### src/rtl/apb_cfg_master.sv
// APB initiator for the configuration slave. Host commands are queued in a
// small FIFO and issued one at a time as APB transfers. Each transfer takes the
// path IDLE -> SETUP -> ACCESS -> GAP. Every command returns exactly one
// response, and a transfer that never sees PREADY is aborted with a timeout.
//
// Ports:
//   PCLK, PRESET            clock; synchronous active-high reset
//   cmd_valid/cmd_ready     command handshake (write flag, addr, wdata)
//   rsp_valid               one-cycle pulse per completed command, with
//                           rsp_write/rsp_rdata/rsp_timeout held until the next
//   busy, fifo_count        activity and queue occupancy
//   PADDR..PREADY           APB initiator interface (all outputs registered)
module apb_cfg_master #(
  parameter int ADDR_WIDTH = 8,
  parameter int DATA_WIDTH = 32,
  parameter int FIFO_DEPTH = 4,
  parameter int TIMEOUT    = 16
) (
  input  logic                          PCLK,
  input  logic                          PRESET,
  input  logic                          cmd_valid,
  output logic                          cmd_ready,
  input  logic                          cmd_write,
  input  logic [ADDR_WIDTH-1:0]         cmd_addr,
  input  logic [DATA_WIDTH-1:0]         cmd_wdata,
  output logic                          rsp_valid,
  output logic                          rsp_write,
  output logic [DATA_WIDTH-1:0]         rsp_rdata,
  output logic                          rsp_timeout,
  output logic                          busy,
  output logic [$clog2(FIFO_DEPTH):0]   fifo_count,
  output logic [ADDR_WIDTH-1:0]         PADDR,
  output logic                          PWRITE,
  output logic                          PSEL,
  output logic                          PENABLE,
  output logic [DATA_WIDTH-1:0]         PWDATA,
  input  logic [DATA_WIDTH-1:0]         PRDATA,
  input  logic                          PREADY
);

  localparam int PtrW = $clog2(FIFO_DEPTH);
  localparam int CntW = PtrW + 1;
  localparam int TmoW = $clog2(TIMEOUT + 1);
  localparam logic [CntW-1:0] FullCnt = CntW'(FIFO_DEPTH);
  localparam logic [TmoW-1:0] TmoLast = TmoW'(TIMEOUT - 1);

  typedef enum logic [1:0] {StIdle, StSetup, StAccess, StGap} state_e;

  // Command FIFO
  logic                  r_mem_write [FIFO_DEPTH];
  logic [ADDR_WIDTH-1:0] r_mem_addr  [FIFO_DEPTH];
  logic [DATA_WIDTH-1:0] r_mem_wdata [FIFO_DEPTH];
  logic [PtrW-1:0]       r_wptr, r_rptr;
  logic [CntW-1:0]       r_count;
  logic                  w_push, w_pop;

  // Transfer state
  state_e                r_state, w_state_d;
  logic [TmoW-1:0]       r_tcnt, w_tcnt_d;
  logic [ADDR_WIDTH-1:0] r_paddr, w_paddr_d;
  logic                  r_pwrite, w_pwrite_d;
  logic [DATA_WIDTH-1:0] r_pwdata, w_pwdata_d;
  logic                  r_psel, w_psel_d;
  logic                  r_penable, w_penable_d;
  logic                  r_rsp_valid, w_rsp_valid_d;
  logic                  r_rsp_write, w_rsp_write_d;
  logic [DATA_WIDTH-1:0] r_rsp_rdata, w_rsp_rdata_d;
  logic                  r_rsp_timeout, w_rsp_timeout_d;

  // A full FIFO refuses a push even when a pop happens at the same edge,
  // because cmd_ready depends only on the registered count.
  assign cmd_ready  = (r_count != FullCnt);
  assign w_push     = cmd_valid && cmd_ready;
  assign fifo_count = r_count;
  assign busy       = (r_state != StIdle) || (r_count != '0);

  always_ff @(posedge PCLK) begin
    if (w_push) begin
      r_mem_write[r_wptr] <= cmd_write;
      r_mem_addr[r_wptr]  <= cmd_addr;
      r_mem_wdata[r_wptr] <= cmd_wdata;
    end
  end

  // Pointers wrap naturally because FIFO_DEPTH is a power of two.
  always_ff @(posedge PCLK) begin
    if (PRESET) begin
      r_wptr  <= '0;
      r_rptr  <= '0;
      r_count <= '0;
    end else begin
      if (w_push) r_wptr <= r_wptr + PtrW'(1);
      if (w_pop)  r_rptr <= r_rptr + PtrW'(1);
      case ({w_push, w_pop})
        2'b10:   r_count <= r_count + CntW'(1);
        2'b01:   r_count <= r_count - CntW'(1);
        default: r_count <= r_count;
      endcase
    end
  end

  always_ff @(posedge PCLK) begin
    if (PRESET) begin
      r_state       <= StIdle;
      r_tcnt        <= '0;
      r_paddr       <= '0;
      r_pwrite      <= 1'b0;
      r_pwdata      <= '0;
      r_psel        <= 1'b0;
      r_penable     <= 1'b0;
      r_rsp_valid   <= 1'b0;
      r_rsp_write   <= 1'b0;
      r_rsp_rdata   <= '0;
      r_rsp_timeout <= 1'b0;
    end else begin
      r_state       <= w_state_d;
      r_tcnt        <= w_tcnt_d;
      r_paddr       <= w_paddr_d;
      r_pwrite      <= w_pwrite_d;
      r_pwdata      <= w_pwdata_d;
      r_psel        <= w_psel_d;
      r_penable     <= w_penable_d;
      r_rsp_valid   <= w_rsp_valid_d;
      r_rsp_write   <= w_rsp_write_d;
      r_rsp_rdata   <= w_rsp_rdata_d;
      r_rsp_timeout <= w_rsp_timeout_d;
    end
  end

  always_comb begin
    w_state_d       = r_state;
    w_tcnt_d        = r_tcnt;
    w_paddr_d       = r_paddr;
    w_pwrite_d      = r_pwrite;
    w_pwdata_d      = r_pwdata;
    w_rsp_write_d   = r_rsp_write;
    w_rsp_rdata_d   = r_rsp_rdata;
    w_rsp_timeout_d = r_rsp_timeout;
    w_pop           = 1'b0;
    unique case (r_state)
      StIdle: begin
        if (r_count != '0) begin
          w_pop      = 1'b1;
          w_paddr_d  = r_mem_addr[r_rptr];
          w_pwrite_d = r_mem_write[r_rptr];
          w_pwdata_d = r_mem_wdata[r_rptr];
          w_state_d  = StSetup;
        end
      end
      StSetup: begin
        w_tcnt_d  = '0;
        w_state_d = StAccess;
      end
      StAccess: begin
        if (PREADY) begin
          w_rsp_write_d   = r_pwrite;
          w_rsp_rdata_d   = r_pwrite ? '0 : PRDATA;
          w_rsp_timeout_d = 1'b0;
          w_state_d       = StGap;
        end else if (r_tcnt == TmoLast) begin
          // This was the TIMEOUT-th ACCESS cycle without PREADY.
          w_rsp_write_d   = r_pwrite;
          w_rsp_rdata_d   = '0;
          w_rsp_timeout_d = 1'b1;
          w_state_d       = StGap;
        end else begin
          w_tcnt_d = r_tcnt + TmoW'(1);
        end
      end
      StGap: begin
        w_state_d = StIdle;
      end
      default: w_state_d = StIdle;
    endcase
    // Registered APB controls and the response strobe follow the next state.
    w_psel_d      = (w_state_d == StSetup) || (w_state_d == StAccess);
    w_penable_d   = (w_state_d == StAccess);
    w_rsp_valid_d = (w_state_d == StGap);
  end

  assign PADDR       = r_paddr;
  assign PWRITE      = r_pwrite;
  assign PWDATA      = r_pwdata;
  assign PSEL        = r_psel;
  assign PENABLE     = r_penable;
  assign rsp_valid   = r_rsp_valid;
  assign rsp_write   = r_rsp_write;
  assign rsp_rdata   = r_rsp_rdata;
  assign rsp_timeout = r_rsp_timeout;

endmodule

### config.mk
export PLATFORM = sky130hd
export DESIGN_NAME = apb_cfg_master
export DESIGN_NICKNAME = d
export VERILOG_FILES = /design/src/rtl/apb_cfg_master.sv
export SDC_FILE = /design/constraint.sdc
export NUM_CORES = 1
export LEC_CHECK = 0
export CORE_MARGIN = 2
export CORE_UTILIZATION = 30
export CTS_BUF_LIST = sky130_fd_sc_hd__clkbuf_2 sky130_fd_sc_hd__clkbuf_4 sky130_fd_sc_hd__clkbuf_8
export CTS_CLUSTER_DIAMETER = 100
export CTS_CLUSTER_SIZE = 12
export DETAILED_ROUTE_END_ITERATION = 10
export GPL_TIMING_DRIVEN = 1
export PLACE_DENSITY = 0.46
export SLEW_MARGIN = 0
export SYNTH_ARGS = -nofsm -noshare
export SYNTH_HDL_FRONTEND = slang
export SYNTH_SLANG_ARGS = --single-unit
### constraint.sdc
create_clock -name PCLK -period 5.27 [get_ports PCLK]
set_clock_uncertainty 0.1 [all_clocks]
set_input_delay 0.527 -clock PCLK [delete_from_list [all_inputs] [get_ports PCLK]]
set_output_delay 0.527 -clock PCLK [all_outputs]
set_load 0.005 [all_outputs]
==> impl_metrics.csv <==
group,metric,value,unit
status,outcome,"complete, no violations",
detailed_routing,routed-via-count,5525,
final_layout,diodes,0,
final_layout,syn2layout_area_growth,26.6,%
pwr,p_per_area,459,mW/mm^2
grt,grt-busiest-layer,"met2",
placement,finalWeightedCongestion,0.750,
yosys,synth_area_per_cell,16.7,um^2
critical_path,critPathKind,"reg -> out",
yosys,synth_warnings,0,
cts,hold_buffers,0,
detailed_routing,wirelength,22100,um
critical_path,startpoint_type,"flip-flop",
grt,grt_pass1_wl,34000,um
cts,cts_tree,"yes",
floorplanning,die_y,181,um
critical_path,cp_slowest_cell,"dfxtp_1",
yosys,synth_edf_count,164,
yosys,synth-seq-cells,256,
floorplanning,initial_core_util,30.6,%
yosys,synth_top_area_cell,"edfxtp_1",
placement,placed_area,0.0114,mm^2
critical_path,arrival,2130,ps
yosys,postSynthCellCount,562,
yosys,async_flop_share,0,%
timing,slew_headroom,14.6,%
critical_path,path_delay_family,"flip-flops",
detailed_routing,final_antenna_net_count,0,
run,max_cap_violations,0,
grt,gr-total-overflow,0,
yosys,synth_top_cell_area_share,52.5,%
detailed_routing,via_per_inst,4.90,
floorplanning,die_area,0.0327,mm^2
final_layout,multi_input_area,0.00243,mm^2
yosys,synthesis.area,0.00937,mm^2
detailed_routing,drtIter0Drc,340,
critical_path,cp.depth,1,
grt,met2_usage,22.4,%
timing,worst-slew-pin-transition,1280,ps
cts,post_cts_buffers,0,
grt,grt_use_total,13.2,%
hold_path,whs_path_depth,2,
yosys,post_synth_num_cell_types,36,
cts,clock_sinks,256,
cts,clockRootBuffer,"clkbuf_8",
placement,placed_cells,1083,
grt,met3_usage,3.59,%
hold_path,hp-class,"reg -> reg",
timing,post-route-period-util,52.4,%
timing,period_needed,2760,ps
final_layout,stdcell_count,1127,
yosys,ys_top_cells_by_area,"edfxtp_1 (53%), dfxtp_1 (20%), mux4_2 (9.9%), a22o_1 (3.8%), nand4b_1 (3.0%)",
cts,clk_pin_slew,90,ps
final_layout,drive_above_1_share,14.6,%
detailed_routing,routedWlPerCell,19.6,um
cts,htreeDepth,1,
cts,clk_path_buf_depth,3,
timing,hold_slack,378,ps
floorplanning,rows,64,
final_layout,num-fill-cells,2861,
yosys,synth.top_cells.by_count,"edfxtp_1 (164), dfxtp_1 (92), a21oi_1 (46)",
timing,max_freq,0.362,GHz
critical_path,worstPathMaxFanout,35,
floorplanning,design.core.area,0.0307,mm^2
critical_path,worst_ep_required_time,4640,ps
timing,fin_setup_tns,0,ps
detailed_routing,drtPass1Iterations,4,
timing,setup_violations,0,
pwr,vdd_drop_max,0.210,mV
floorplanning,io_pins,160,
cts,cts_made_buffers,25,
grt,use_met1,16.9,%
grt,grt_max_degree,54,
timing,hold_viol_final,0,
grt,antenna_found_initial,1,
critical_path,slowest_delay,920,ps
detailed_routing,drcViolationCount,0,
critical_path,r2r_cells,8,
yosys,ys_seq_area_share,72.2,%
timing,rsz0062_at_grt,"false",
cts,clock_latency,560,ps
critical_path,path_cells,"clkdlybuf4s50_1",
final_layout,final_cell_area,0.0119,mm^2
placement,io_buffer_count,159,
final_layout,ff_latch_area,0.00677,mm^2
yosys,ys.flop_type,"edfxtp_1",
yosys,synth_nets,648,
timing,maxSlewViolCount,0,
cts,cts_resized,0,
yosys,yosysMostFrequentCell,"edfxtp_1",
grt,grt_pass1_vias,5864,
critical_path,critPathBufInv,1,
pwr,power,5.45,mW
critical_path,cp-end-kind,"output pin",
final_layout,nets,800,
floorplanning,die_w,181,um
placement,hpwl,13000,um
pwr,leakage,3.83,nW
-- layer usage --
layer | part of all wire [%] | wire (um)
met2 | 48 | 10600
met1 | 44 | 9720
met3 | 6.1 | 1340
met5 | 0.054 | 12
met4 | 2.0 | 452
-- final timing paths --
path                               startpoint            end  slack (ps)
worst max-delay path                   PWRITE         PWRITE        2510
worst min-delay path            rsp_rdata[26]  rsp_rdata[26]         380
worst max register to register  fifo_count[0]  fifo_count[2]        2730
worst min register to register  rsp_rdata[26]  rsp_rdata[26]         380
-- cell type report --
type,instances,share of cell area [%]
Timing Repair Buffer,169,14.0
Clock inverter,2,0.169
Inverter,6,0.190
Multi-Input combinational cell,256,20.4
Sequential cell,256,57.1
Clock buffer,42,3.97
Tap cell,396,4.17
-- report_power, final --
part	switching, mW	total (mW)	internal (mW)
registers	0.267	2.71	2.45
logic	0.655	1.51	0.851
clock network	0.665	1.23	0.568
-- per-stage QoR --
step                      setup WS (ps)  utilization (%)
after CTS                          2460             38.7
final                              2510             38.7
after global placement             2070             37.1
after global routing               2350             38.7
after floorplan                    2860                -
after detailed placement           2050             37.1
-- placed cells by master, fill, tap and decap left out, types with 2 or more instances in the layout --
| cell | netlist | layout |
|---|---|---|
| edfxtp_1 | 164 | 164 |
| clkdlybuf4s50_1 | 0 | 158 |
| dfxtp_1 | 92 | 90 |
| a21oi_1 | 46 | 45 |
| mux4_2 | 41 | 41 |
| a22o_1 | 41 | 41 |
| o21ai_0 | 37 | 37 |
| nand4b_1 | 32 | 32 |
| clkbuf_8 | 0 | 25 |
| clkbuf_4 | 0 | 17 |
| buf_4 | 0 | 10 |
| ha_1 | 8 | 8 |
| nor2_1 | 7 | 7 |
| nand3_1 | 7 | 7 |
| inv_1 | 6 | 6 |
| or3_1 | 4 | 4 |
| nand2_1 | 4 | 4 |
| and3_2 | 0 | 4 |
| nand2b_1 | 3 | 3 |
| a21o_1 | 2 | 2 |
| nand3b_1 | 2 | 2 |
| or2_0 | 2 | 2 |
-- cells by family after synthesis --
kind of cell,share of synthesized area (%)
and+or+nand+nor,5.42
AOI/OAI and AO/OA,8.77
buffers and inverters,2.20
muxes,9.96
adders and majority gates,1.28
DFF,72.2
xor gates and xnor gates,0.187
-- registers in the layout, summed over array words and instances, names as in the netlist --
signal,cells
r_mem_wdata,128
PWDATA,32
r_mem_addr,32
rsp_rdata,32
PADDR,8
r_tcnt,5
r_mem_write,4
fifo_count,3
r_rptr,2
r_state,2
r_wptr,2
PENABLE,1
PSEL,1
PWRITE,1
rsp_timeout,1
rsp_valid,1
rsp_write,1
Power figures use the tool's default switching activity.
